### src/rtl/fnd_scan_ctrl_if.sv
// Load handshake bundle between a value producer (master) and fnd_scan_ctrl (slave).
interface fnd_scan_ctrl_if #(
    parameter int NUM_DIGITS = 4
) ();
    logic                    load;
    logic [4*NUM_DIGITS-1:0] load_data;
    logic [NUM_DIGITS-1:0]   dp_in;
    logic                    ready;

    modport master (output load, load_data, dp_in, input ready);
    modport slave  (input load, load_data, dp_in, output ready);
endinterface

### src/rtl/fnd_scan_ctrl.sv
// Multiplexed common-anode 7-segment scan controller with frame-aligned commit.
// Optional digit blinking is enabled by defining FND_BLINK_EN.
module fnd_scan_ctrl #(
    parameter int NUM_DIGITS   = 4,
    parameter int SCAN_DIV     = 50000,
    parameter int BLANK_CYC    = 500
`ifdef FND_BLINK_EN
    ,
    parameter int BLINK_FRAMES = 64
`endif
) (
    input  logic                  clk,
    input  logic                  rst_n,
    fnd_scan_ctrl_if.slave        bus,
    input  logic                  lz_en,
`ifdef FND_BLINK_EN
    input  logic [NUM_DIGITS-1:0] blink_mask,
`endif
    output logic [3:0]            digit_num,
    output logic [NUM_DIGITS-1:0] digit_sel,
    output logic                  dp_n,
    output logic                  frame_tick
);
    localparam int CNT_W = $clog2(SCAN_DIV);
    localparam int IDX_W = $clog2(NUM_DIGITS);
    localparam int DW    = 4 * NUM_DIGITS;
    localparam logic [CNT_W-1:0] SLOT_LAST  = CNT_W'(SCAN_DIV - 1);
    localparam logic [CNT_W-1:0] BLANK_LAST = CNT_W'(BLANK_CYC - 1);
    localparam logic [IDX_W-1:0] IDX_LAST   = IDX_W'(NUM_DIGITS - 1);

    typedef enum logic [0:0] {ST_BLANK = 1'b0, ST_SHOW = 1'b1} state_t;
    // With no blanking interval every slot starts (and stays) in SHOW.
    localparam state_t ST_SLOT0 = (BLANK_CYC == 0) ? ST_SHOW : ST_BLANK;

    logic [CNT_W-1:0]      slot_cnt_r;
    logic [IDX_W-1:0]      digit_idx_r;
    state_t                state_r, state_nxt_s;
    logic                  slot_wrap_s, frame_wrap_s;
    logic [DW-1:0]         display_r, shadow_r;
    logic [NUM_DIGITS-1:0] dp_r, shadow_dp_r;
    logic                  pending_r;
    logic [NUM_DIGITS-1:0] supp_s, blink_supp_s;
    logic [NUM_DIGITS-1:0] sel_nxt_s;
    logic [3:0]            num_nxt_s;
    logic                  dp_n_nxt_s;
    logic [NUM_DIGITS-1:0] digit_sel_r;
    logic [3:0]            digit_num_r;
    logic                  dp_n_r, frame_tick_r;

    // Digit k>0 is a leading zero when it and every more significant nibble are zero.
    function automatic logic [NUM_DIGITS-1:0] lz_mask(input logic [DW-1:0] v, input logic en);
        logic [NUM_DIGITS-1:0] mask;
        logic                  zero_above;
        mask       = {NUM_DIGITS{1'b0}};
        zero_above = 1'b1;
        for (int k = NUM_DIGITS - 1; k > 0; k--) begin
            zero_above = zero_above && (v[4*k +: 4] == 4'h0);
            mask[k]    = en && zero_above;
        end
        return mask;
    endfunction

    assign slot_wrap_s  = (slot_cnt_r == SLOT_LAST);
    assign frame_wrap_s = slot_wrap_s && (digit_idx_r == IDX_LAST);
    assign bus.ready    = ~pending_r;

    // Slot cycle counter and current digit index.
    always_ff @(posedge clk or negedge rst_n) begin
        if (!rst_n) begin
            slot_cnt_r  <= {CNT_W{1'b0}};
            digit_idx_r <= {IDX_W{1'b0}};
        end else if (slot_wrap_s) begin
            slot_cnt_r  <= {CNT_W{1'b0}};
            digit_idx_r <= frame_wrap_s ? {IDX_W{1'b0}} : digit_idx_r + {{(IDX_W-1){1'b0}}, 1'b1};
        end else begin
            slot_cnt_r  <= slot_cnt_r + {{(CNT_W-1){1'b0}}, 1'b1};
        end
    end

    // Slot phase state register; tracks slot_cnt >= BLANK_CYC in lockstep with the counter.
    always_ff @(posedge clk or negedge rst_n) begin
        if (!rst_n) begin
            state_r <= ST_SLOT0;
        end else begin
            state_r <= state_nxt_s;
        end
    end

    // Slot phase next-state logic.
    always_comb begin
        state_nxt_s = state_r;
        case (state_r)
            ST_BLANK: begin
                if (slot_cnt_r == BLANK_LAST) state_nxt_s = ST_SHOW;
                else                          state_nxt_s = ST_BLANK;
            end
            ST_SHOW: begin
                if (slot_wrap_s) state_nxt_s = ST_SLOT0;
                else             state_nxt_s = ST_SHOW;
            end
            default: state_nxt_s = ST_SLOT0;
        endcase
    end

`ifdef FND_BLINK_EN
    localparam int BF_W = $clog2(BLINK_FRAMES + 1);
    localparam logic [BF_W-1:0] BF_LAST = BF_W'(BLINK_FRAMES - 1);
    logic [BF_W-1:0] frame_cnt_r;
    logic            blink_phase_r;

    // Blink phase flips after every BLINK_FRAMES frame wraps.
    always_ff @(posedge clk or negedge rst_n) begin
        if (!rst_n) begin
            frame_cnt_r   <= {BF_W{1'b0}};
            blink_phase_r <= 1'b0;
        end else if (frame_wrap_s) begin
            if (frame_cnt_r == BF_LAST) begin
                frame_cnt_r   <= {BF_W{1'b0}};
                blink_phase_r <= ~blink_phase_r;
            end else begin
                frame_cnt_r   <= frame_cnt_r + {{(BF_W-1){1'b0}}, 1'b1};
            end
        end
    end

    assign blink_supp_s = blink_phase_r ? blink_mask : {NUM_DIGITS{1'b0}};
`else
    assign blink_supp_s = {NUM_DIGITS{1'b0}};
`endif

    assign supp_s = lz_mask(display_r, lz_en) | blink_supp_s;

    // Output decode: a suppressed digit keeps its whole slot dark, dp included.
    always_comb begin
        num_nxt_s = display_r[{digit_idx_r, 2'b00} +: 4];
        if ((state_r == ST_SHOW) && !supp_s[digit_idx_r]) begin
            sel_nxt_s  = ~({{(NUM_DIGITS-1){1'b0}}, 1'b1} << digit_idx_r);
            dp_n_nxt_s = ~dp_r[digit_idx_r];
        end else begin
            sel_nxt_s  = {NUM_DIGITS{1'b1}};
            dp_n_nxt_s = 1'b1;
        end
    end

    // Registered display outputs.
    always_ff @(posedge clk or negedge rst_n) begin
        if (!rst_n) begin
            digit_sel_r  <= {NUM_DIGITS{1'b1}};
            digit_num_r  <= 4'h0;
            dp_n_r       <= 1'b1;
            frame_tick_r <= 1'b0;
        end else begin
            digit_sel_r  <= sel_nxt_s;
            digit_num_r  <= num_nxt_s;
            dp_n_r       <= dp_n_nxt_s;
            frame_tick_r <= frame_wrap_s;
        end
    end

    // Shadow capture on accepted load; commit to the display only at a frame wrap.
    always_ff @(posedge clk or negedge rst_n) begin
        if (!rst_n) begin
            display_r   <= {DW{1'b0}};
            dp_r        <= {NUM_DIGITS{1'b0}};
            shadow_r    <= {DW{1'b0}};
            shadow_dp_r <= {NUM_DIGITS{1'b0}};
            pending_r   <= 1'b0;
        end else if (frame_wrap_s && pending_r) begin
            display_r   <= shadow_r;
            dp_r        <= shadow_dp_r;
            pending_r   <= 1'b0;
        end else if (bus.load && !pending_r) begin
            shadow_r    <= bus.load_data;
            shadow_dp_r <= bus.dp_in;
            pending_r   <= 1'b1;
        end
    end

    assign digit_sel  = digit_sel_r;
    assign digit_num  = digit_num_r;
    assign dp_n       = dp_n_r;
    assign frame_tick = frame_tick_r;
endmodule
### src/flat_wrapper.sv
// flat-port wrapper written by rule: the top's interface ports become plain ports
module fnd_scan_ctrl_flat 
#(
    parameter int NUM_DIGITS   = 4,
    parameter int SCAN_DIV     = 50000,
    parameter int BLANK_CYC    = 500

)
  (clk, rst_n, lz_en, digit_num, digit_sel, dp_n, frame_tick, bus_load, bus_load_data, bus_dp_in, bus_ready);
  fnd_scan_ctrl_if #(.NUM_DIGITS(NUM_DIGITS)) bus_i ();
  input  logic clk;
  input  logic rst_n;
  input  logic lz_en;
  output logic [3:0] digit_num;
  output logic [NUM_DIGITS-1:0] digit_sel;
  output logic dp_n;
  output logic frame_tick;
  input wire logic [$bits(bus_i.load)-1:0] bus_load;
  input wire logic [$bits(bus_i.load_data)-1:0] bus_load_data;
  input wire logic [$bits(bus_i.dp_in)-1:0] bus_dp_in;
  output wire logic [$bits(bus_i.ready)-1:0] bus_ready;
  assign bus_i.load = bus_load;
  assign bus_i.load_data = bus_load_data;
  assign bus_i.dp_in = bus_dp_in;
  assign bus_ready = bus_i.ready;
  fnd_scan_ctrl #(.NUM_DIGITS(NUM_DIGITS), .SCAN_DIV(SCAN_DIV), .BLANK_CYC(BLANK_CYC)) u_core (.clk(clk), .rst_n(rst_n), .bus(bus_i), .lz_en(lz_en), .digit_num(digit_num), .digit_sel(digit_sel), .dp_n(dp_n), .frame_tick(frame_tick));
endmodule
### config.mk
export PLATFORM = sky130hd
export DESIGN_NAME = fnd_scan_ctrl_flat
export DESIGN_NICKNAME = d
export VERILOG_FILES = /design/src/rtl/fnd_scan_ctrl_if.sv /design/src/rtl/fnd_scan_ctrl.sv /design/src/flat_wrapper.sv
export SDC_FILE = /design/constraint.sdc
export NUM_CORES = 1
export LEC_CHECK = 0
export ABC_AREA = 1
export BUFFER_PORTS_ARGS = -buffer_cell sky130_fd_sc_hd__buf_2
export CORE_MARGIN = 10
export CORE_UTILIZATION = 30
export CTS_CLUSTER_DIAMETER = 40
export DETAILED_ROUTE_END_ITERATION = 10
export PLACE_DENSITY = 0.55
export SLEW_MARGIN = 5
export SYNTH_ARGS = -nofsm -noshare
export SYNTH_HDL_FRONTEND = slang
export SYNTH_SLANG_ARGS = --single-unit
### constraint.sdc
create_clock -name clk -period 1.65 [get_ports clk]
set_input_delay 0.2475 -clock clk [delete_from_list [all_inputs] [get_ports clk]]
set_output_delay 0.2475 -clock clk [all_outputs]
set_load 0.01 [all_outputs]
Yosys cells after proc, flatten, opt, wreduce, memory -nomap -nowiden
Index checks and enable logic that the tools add are counted.

Flip-flop bits (word level): 70. Input bits: 24. Output and inout port bits: 11. Logic and storage cells: 54.

$add $sub $neg: 2. Magnitude comparators: 1. Eq/ne operators: 3. Shifts and indexed selects: 2. Mux-type cells: 13. Bitwise gates (word level): 5. Reductions and logical operators: 16.

Operator list (number): $add A16 B1 Y16 const B (1); $eq A16 B16 Y1 const B (1); $eq A16 B9 Y1 const B (1); $mux W16 (1); $shiftx A16 B5 Y4 (1); $logic_not A4 Y1 (3); $logic_and A1 B1 Y1 (9); $mux W1 (7); $bmux W1 S2 (2); $mux W4 (1); $not A1 Y1 (4); $not A4 Y4 (1); $shl A1 B2 Y4 const A (1); $lt A2 B3 Y1 const B (1); $add A2 B1 Y2 const B (1); $eq A2 B2 Y1 const B (1); $logic_not A1 Y1 (2); $mux W2 (1); $pmux W1 S2 (1); $reduce_and A2 Y1 (1); $reduce_bool A2 Y1 (1).

Longest topological paths before layout
Gate-level depths: netlist (run 1).

Word-level depth: 9. Depth in mapped cells: 8. Mapped depth without buffers: 8.

Worst setup path before layout (run 1)
OpenSTA, ideal clock, no wires.

Kind: reg2reg. From: register u_core.slot_cnt_r[0]. To: register u_core.display_r[11]. Arrival time: 1.281 ns. Data required time: 1.532 ns. Slack: 0.250 ns. Stages on the path, launching flop included: 8. Cell sequence: dfrtp_1 -> ha_1 -> nand3_1 -> nor2_2 -> nand4_2 -> buf_6 -> nand2_1 -> nand2_1.

Cells in the longest elaborated chain, start to end: 3.

Ends and longest elaborated chain: start, declared (RTL line fnd_scan_ctrl.sv:35) `logic [CNT_W-1:0] slot_cnt_r;`; start signal, assigned (RTL line fnd_scan_ctrl.sv:70) `slot_cnt_r <= {CNT_W{1'b0}};`; start signal, assigned (RTL line fnd_scan_ctrl.sv:73) `slot_cnt_r <= {CNT_W{1'b0}};`; start signal, assigned (RTL line fnd_scan_ctrl.sv:76) `slot_cnt_r <= slot_cnt_r + {{(CNT_W-1){1'b0}}, 1'b1};`; $eq A16 B16 Y1 (RTL line fnd_scan_ctrl.sv:63) `assign slot_wrap_s = (slot_cnt_r == SLOT_LAST);`; $logic_and A1 B1 Y1 (RTL line fnd_scan_ctrl.sv:64) `assign frame_wrap_s = slot_wrap_s && (digit_idx_r == IDX_LAST);`; $logic_and A1 B1 Y1 (RTL line fnd_scan_ctrl.sv:168) `end else if (frame_wrap_s && pending_r) begin`; end signal, assigned (RTL line fnd_scan_ctrl.sv:163) `display_r <= {DW{1'b0}};`; end signal, assigned (RTL line fnd_scan_ctrl.sv:169) `display_r <= shadow_r;`; end, declared (RTL line fnd_scan_ctrl.sv:39) `logic [DW-1:0] display_r, shadow_r;`.

No other way between the ends. A chain may end at the register's enable or synchronous reset.

Worst setup path in the final report (run 1)
From: register u_core.slot_cnt_r[0]. To: register u_core.slot_cnt_r[8].

Cells in the longest elaborated chain, start to end: 2. Elaborated cells between the ends (all ways): 3.

Ends and longest elaborated chain: $add A16 B1 Y16 / $eq A16 B16 Y1 (equally long branches) (RTL line fnd_scan_ctrl.sv:76, fnd_scan_ctrl.sv:63); $mux W16 * (RTL line fnd_scan_ctrl.sv:72) `end else if (slot_wrap_s) begin`.

Mark *: on every way between the ends. The rest lies on a longest branch, timed or not.

==> metrics.md, run 1 <==
| Metric | Value |
|---|---|
| FMAX | approximately 0.65 GHz |
| Tightest hold margin | between 100 and 150 ps |
| Final ANT Viol Nets | 0 |
| Slowest CP cell | dfrtp_1 |
| Crit Path Max Fanout | 5 |
| Final worst-path cycle share | 0.9300 |
| Final hold violations | 0 |
| HP Class | in -> reg |
| Area growth syn-to-layout | 17.25% |
| Initial Util | 0.3099 |
| TritonCTS buffer count | 9 |
| Gr ovfl total | 0 |
| Synth unique cells | 31 |
| Core area | roughly 0.010 mm2 |
| Most frequent cells in the layout | 78 x nand2_1, 65 x dfrtp_1, 45 x nor2_1, 34 x buf_2, 24 x inv_1 |
| Setup bufs post-CTS | 0 |
| Hold_sp | bus_load_data[8] |
| Fill count | between 1,000 and 1,500 |
| MaxCap Viol Count | 0 |
| Power Total | around 3.3 mW |
| CTS tree | done |
| Setup CP Type | reg -> reg |
| Setup_tns | 0 ps |
| Share of layout cells above drive strength 1 | 0.2468 |
| Crit path top cell by count | nor2_1 |
| Mapped Area | ~0.0032 mm2 |
| Power Density | roughly 880 mW/mm2 |
| TritonCTS Sinks | 70 |
| Max rail drop VDD | 0.0004392 V |
| Placed Cells incl. Taps | 504 |
| Mean Syn Cell Area | 9.579 um2 |
| Vias | approximately 2,400 |
| Status | complete, no violations |
| Clk_skew | 13.49 ps |
| Clk root buf | clkbuf_8 |
| Initial antenna violation count | 0 |
| Fin crit period | between 1500 and 2000 ps |
| # IOs | 35 |
| Total GRT Usage | 0.09577 |
| Non-Filler Instances | 521 |
| CTS max path bufs | 2 |
| H-tree Lvls | 3 |
| CP Launch Point | u_core.slot_cnt_r[0]$_DFF_PN0_ |
| Routed WL | just under 7000 um |
| P_leak | 1.882 nW |
| CP max stage delay | around 400 ps |
| Final Max Tran Viols | 0 |
| Clk slew on worst S/H paths | 80 ps |
| Worst endpoint required time | about 1900 ps |
| Arrival time worst endpoint | ~1800 ps |
| Synth Register Bits | 70 |
| First-pass GRT wire length | 11,670 um |
| CP cell instances | ha_2, nand2_2, nor2_4, nand3_1, nor2_1, nor2_1 |
| RR Startpoint | u_core.slot_cnt_r[0]$_DFF_PN0_ |
| Routed len/inst | 12.99 um |
| Routability Congestion | between 0.8 and 0.9 |
| Tightest Pin Transition | around 440 ps |
| Syn Nets | roughly 370 |
| Die Y-Extent | about 120 um |
| Synth async-reset ratio | 1.000 |
| Crit path capture type | flop |
| Die ar. | roughly 0.015 mm2 |
| Synth Flop Type | dfrtp_1 |
| Cells after Synth | roughly 340 |
| Dpl ws | just over 80 ps |
| Port Buf Inserts | 34 |
| Yosys warning count | 0 |
| Vias in the first global route | ~2,500 |
| Dpl hpwl | a little over 5000 um |
| Sequential element share of the synthesized area | 0.5446 |
| Die W | between 100 and 150 um |
| Final count of negative-setup-slack endpoints | 0 |
| EDFF count, synth | 0 |
| Initial DRC count | between 100 and 150 |
| # diodes | 0 |
| Clk_lat worst skew | approximately 360 ps |
| Pin count of the biggest net entering global routing | 30 |
| Initial DRT Pass Iterations | 4 |
| Slew headroom | 0.7050 |
| Residual DRC | 0 |
| Row count | 37 |
| Worst Setup Start Kind | flop |
| PnR worst setup slack | around 120 ps |
| Vias/cell | about 4.6 |
| NumNets Final | 409 |
| Commonest non-fill, non-tap cell in the layout | nand2_1 |
==> what timing repair did <==
action	CTS	global route
hold buffers	1	0
endpoints found under the hold margin	13	0
resized for setup	0	2
setup endpoints to repair	0	26
==> state kept, by name, summed over array words and instances (netlist names) <==
name,flops
u_core.state_r,1
u_core.frame_tick,1
u_core.dp_n,1
u_core.digit_idx_r,2
u_core.shadow_dp_r,4
u_core.pending_r,1
u_core.slot_cnt_r,16
u_core.shadow_r,16
u_core.dp_r,4
u_core.display_r,16
u_core.digit_num,4
u_core.digit_sel,4
==> synth_stat cells, types with 5 or more instances <==
cell / count / area, um2
nand3_1: 14 / 70.07
o21ai_0: 16 / 80.08
xor2_1: 6 / 52.55
nor2_1: 45 / 168.9
ha_1: 5 / 62.56
dfrtp_1: 65 / 1627
nand4_1: 23 / 143.9
dfstp_2: 5 / 131.4
buf_6: 6 / 67.56
inv_1: 24 / 90.09
mux2_2: 20 / 225.2
nand2_1: 78 / 292.8
==> layer usage <==
metal,part of all wire,GRT usage,wire length (um)
met2,0.42,0.1381,2871
met5,0,0,0
met3,0.046,0.03394,312
met1,0.51,0.1267,3448
met4,0.020,0.04148,134
==> path summary, 6_finish.rpt <==
path | depth (start not counted) | slack [ps] | endpoint
min in group asynchronous | 2 | 340 | u_core.shadow_r[5]$_DFFE_PN0P_
min | 2 | 110 | u_core.shadow_r[8]$_DFFE_PN0P_
max in group asynchronous | 3 | 750 | u_core.digit_sel[2]$_DFF_PN1_
max | 6 | 120 | u_core.slot_cnt_r[8]$_DFF_PN0_
min reg2reg | 2 | 490 | u_core.dp_r[1]$_DFFE_PN0P_
max reg2reg | 6 | 120 | u_core.slot_cnt_r[8]$_DFF_PN0_
==> report_power, final <==
group	internal, mW	switching [mW]	leakage, nW
Combinational	0.0700	0.0524	0.871
Sequential	1.77	0.0304	0.910
Clock	0.713	0.701	0.101
Total	2.55	0.784	1.88
==> cell families after synthesis <==
logic type | Yosys count | synth area share
xor gates and xnor gates | 8 | 0.02171
AOI/OAI and AO/OA | 23 | 0.03915
buffers and inverters | 36 | 0.06085
and+or+nand+nor | 175 | 0.2446
DFF | 70 | 0.5446
muxes | 20 | 0.06977
adders and majority gates | 5 | 0.01938
==> area by class of cell <==
type / instances / area (um2) / share of cell area
sequential: 70 / 1758 / 0.4645
tap: 136 / 170.2 / 0.04496
inverter: 24 / 90.09 / 0.02380
clock buffer: 9 / 123.9 / 0.03273
timing repair buffer: 44 / 289.0 / 0.07636
multi-input combinational: 231 / 1276 / 0.3372
clock inverter: 7 / 77.57 / 0.02050
==> stage by stage <==
stage               utilization  area, um2
global placement         0.3425       3567
global route             0.3634       3785
CTS                      0.3628       3779
detailed placement       0.3425       3567
finish                   0.3634       3785
floorplan                     -       3228
==> critical path: cells and delay by family (launching register included) <==
family | cells | cell delay [ps]
adders and majority gates | 1 | 250
DFF | 1 | 400
and+or+nand+nor | 5 | 760
Power figures use the tool's default switching activity.
==> run 2: changes to the inputs <==
Settings changed: CORE_UTILIZATION 30 to 58, PLACE_DENSITY 0.55 to 0.88.
==> metrics.md, run 2 (same netlist as run 1, synthesis figures left out) <==
| Metric | Value |
|---|---|
| Status | complete, no violations |
| Final hold violations | 0 |
| Power Total | ~3.4 mW |
| Gr ovfl total | 0 |
| PnR worst setup slack | about 120 ps |
| Slew headroom | 0.7429 |
| Final worst-path cycle share | 0.9271 |
| NumNets Final | just over 400 |
| MaxCap Viol Count | 0 |
| Dpl hpwl | about 4500 um |
| Port Buf Inserts | 34 |
| Final Max Tran Viols | 0 |
| Final count of negative-setup-slack endpoints | 0 |
| Tightest Pin Transition | about 390 ps |
| Power Density | 927.1 mW/mm2 |
| TritonCTS buffer count | 9 |
| FMAX | approximately 0.65 GHz |
| HP Class | in -> reg |
| Crit Path Max Fanout | 21 |
| Worst endpoint required time | about 1900 ps |
| Setup_tns | 0 ps |
| Die ar. | 0.008950 mm2 |
| RSZ-0062 raised after global routing | no |
| Initial Util | 0.5935 |
| Residual DRC | 0 |
| Largest registers | u_core.display_r x16, u_core.shadow_r x16, u_core.slot_cnt_r x16 |
| Dpl ws | 101.3 ps |
| Total GRT Usage | 0.1537 |
| Vias in the first global route | roughly 2,500 |
| Die W | 94.61 um |
| Routed WL | around 6400 um |
| Fin crit period | 1530 ps |
| Share of layout cells above drive strength 1 | 0.2454 |
| P_leak | between 1.5 and 2 nW |
| Non-Filler Instances | roughly 460 |
| Clk slew on worst S/H paths | about 80 ps |
| Crit path capture type | flop |
| Setup CP Type | reg -> reg |
| Core area | about 0.0054 mm2 |
| Placed Cells incl. Taps | around 440 |
| Initial antenna violation count | 0 |
| CTS tree | done |
| Worst Setup Start Kind | flop |
| Commonest non-fill, non-tap cell in the layout | nand2_1 |
| Initial DRC count | 208 |
| Vias/cell | about 5.4 |
| Most frequent cells in the layout | 78 x nand2_1, 65 x dfrtp_1, 44 x nor2_1, 34 x buf_2, 24 x inv_1 |
| TritonCTS Sinks | 70 |
| Final instance area | between 0.003 and 0.004 mm2 |
| Row count | 27 |
| # diodes | 0 |
| Placed Instance Area | 0.003460 mm2 |
| # IOs | 35 |
| Routed len/inst | 14.12 um |
| Post-layout util | 0.6793 |
| Arrival time worst endpoint | 1770 ps |
| Clk_skew | 9.764 ps |
| First-pass GRT wire length | roughly 11,000 um |
| Pin count of the biggest net entering global routing | 71 |
| Tightest hold margin | about 120 ps |
| Final ANT Viol Nets | 0 |
| Max rail drop VDD | 0.0006538 V |
| Initial DRT Pass Iterations | 5 |
| Area growth syn-to-layout | 14.46% |
| Setup bufs post-CTS | 0 |
| H-tree Lvls | 3 |
| Routability Congestion | between 0.9 and 1 |
| Clk root buf | clkbuf_8 |
| Vias | between 2,000 and 2,500 |
| Die Y-Extent | ~95 um |
| CTS max path bufs | 2 |
| Clk_lat worst skew | between 300 and 400 ps |
==> run 2: cell count changes in the layout (fill, tap and decap cells not counted), sizes merged <==
cell	before	now
inv	27	25
clkinv	2	4
clkinvlp	1	0
buf	43	41
bufinv	1	2
==> run 2: layout make-up <==
class                           count  area [um2]
Sequential cell                    70        1758
Fill cell                         401        1744
Multi-Input combinational cell    231        1279
Timing Repair Buffer               42       257.7
Clock buffer                        9       123.9
Clock inverter                      7       96.34
Inverter                           24       90.09
Tap cell                           72       90.09
==> run 2: final timing paths <==
| check | end | cells after the start | slack, ps | from |
|---|---|---|---|---|
| max reg2reg | u_core.display_r[10]$_DFFE_PN0P_ | 7 | 120 | u_core.slot_cnt_r[0]$_DFF_PN0_ |
| max in group asynchronous | u_core.dp_n$_DFF_PN1_ | 3 | 880 | rst_n |
| min in group asynchronous | u_core.slot_cnt_r[14]$_DFF_PN0_ | 3 | 440 | rst_n |
| max | u_core.display_r[10]$_DFFE_PN0P_ | 7 | 120 | u_core.slot_cnt_r[0]$_DFF_PN0_ |
| min reg2reg | u_core.dp_r[2]$_DFFE_PN0P_ | 2 | 490 | u_core.dp_r[2]$_DFFE_PN0P_ |
| min | u_core.shadow_r[12]$_DFFE_PN0P_ | 2 | 120 | bus_load_data[12] |
==> run 2: critical path: stages, from the launching register on <==
cell and delay (ps):
dfrtp_1 390, ha_2 230, nand3_1 150, nor2_2 170
nand4_2 90, buf_4 210, nand2_1 110, nand2_1 70
==> run 2: report_power, final <==
group	total, mW	leakage, nW	switching (mW)	internal (mW)
registers	1.80	0.910	0.0318	1.77
clock network	1.50	0.114	0.647	0.855
logic	0.120	0.853	0.0537	0.0659
==> run 2: metal layers <==
| layer | part of all wire | GRT usage | vias up |
|---|---|---|---|
| met4 | 0.012 | 0.06733 | 0 |
| met5 | 0 | 0 | - |
| met3 | 0.066 | 0.04837 | 8 |
| met1 | 0.44 | 0.1930 | 1153 |
| li1 | - | - | 1191 |
| met2 | 0.48 | 0.2391 | 86 |
==> run 2: repair_timing <==
item,CTS,global route
hold buffers,1,0
gates resized for setup,0,2
endpoints found under the hold margin,65,0
setup endpoints to repair,0,21
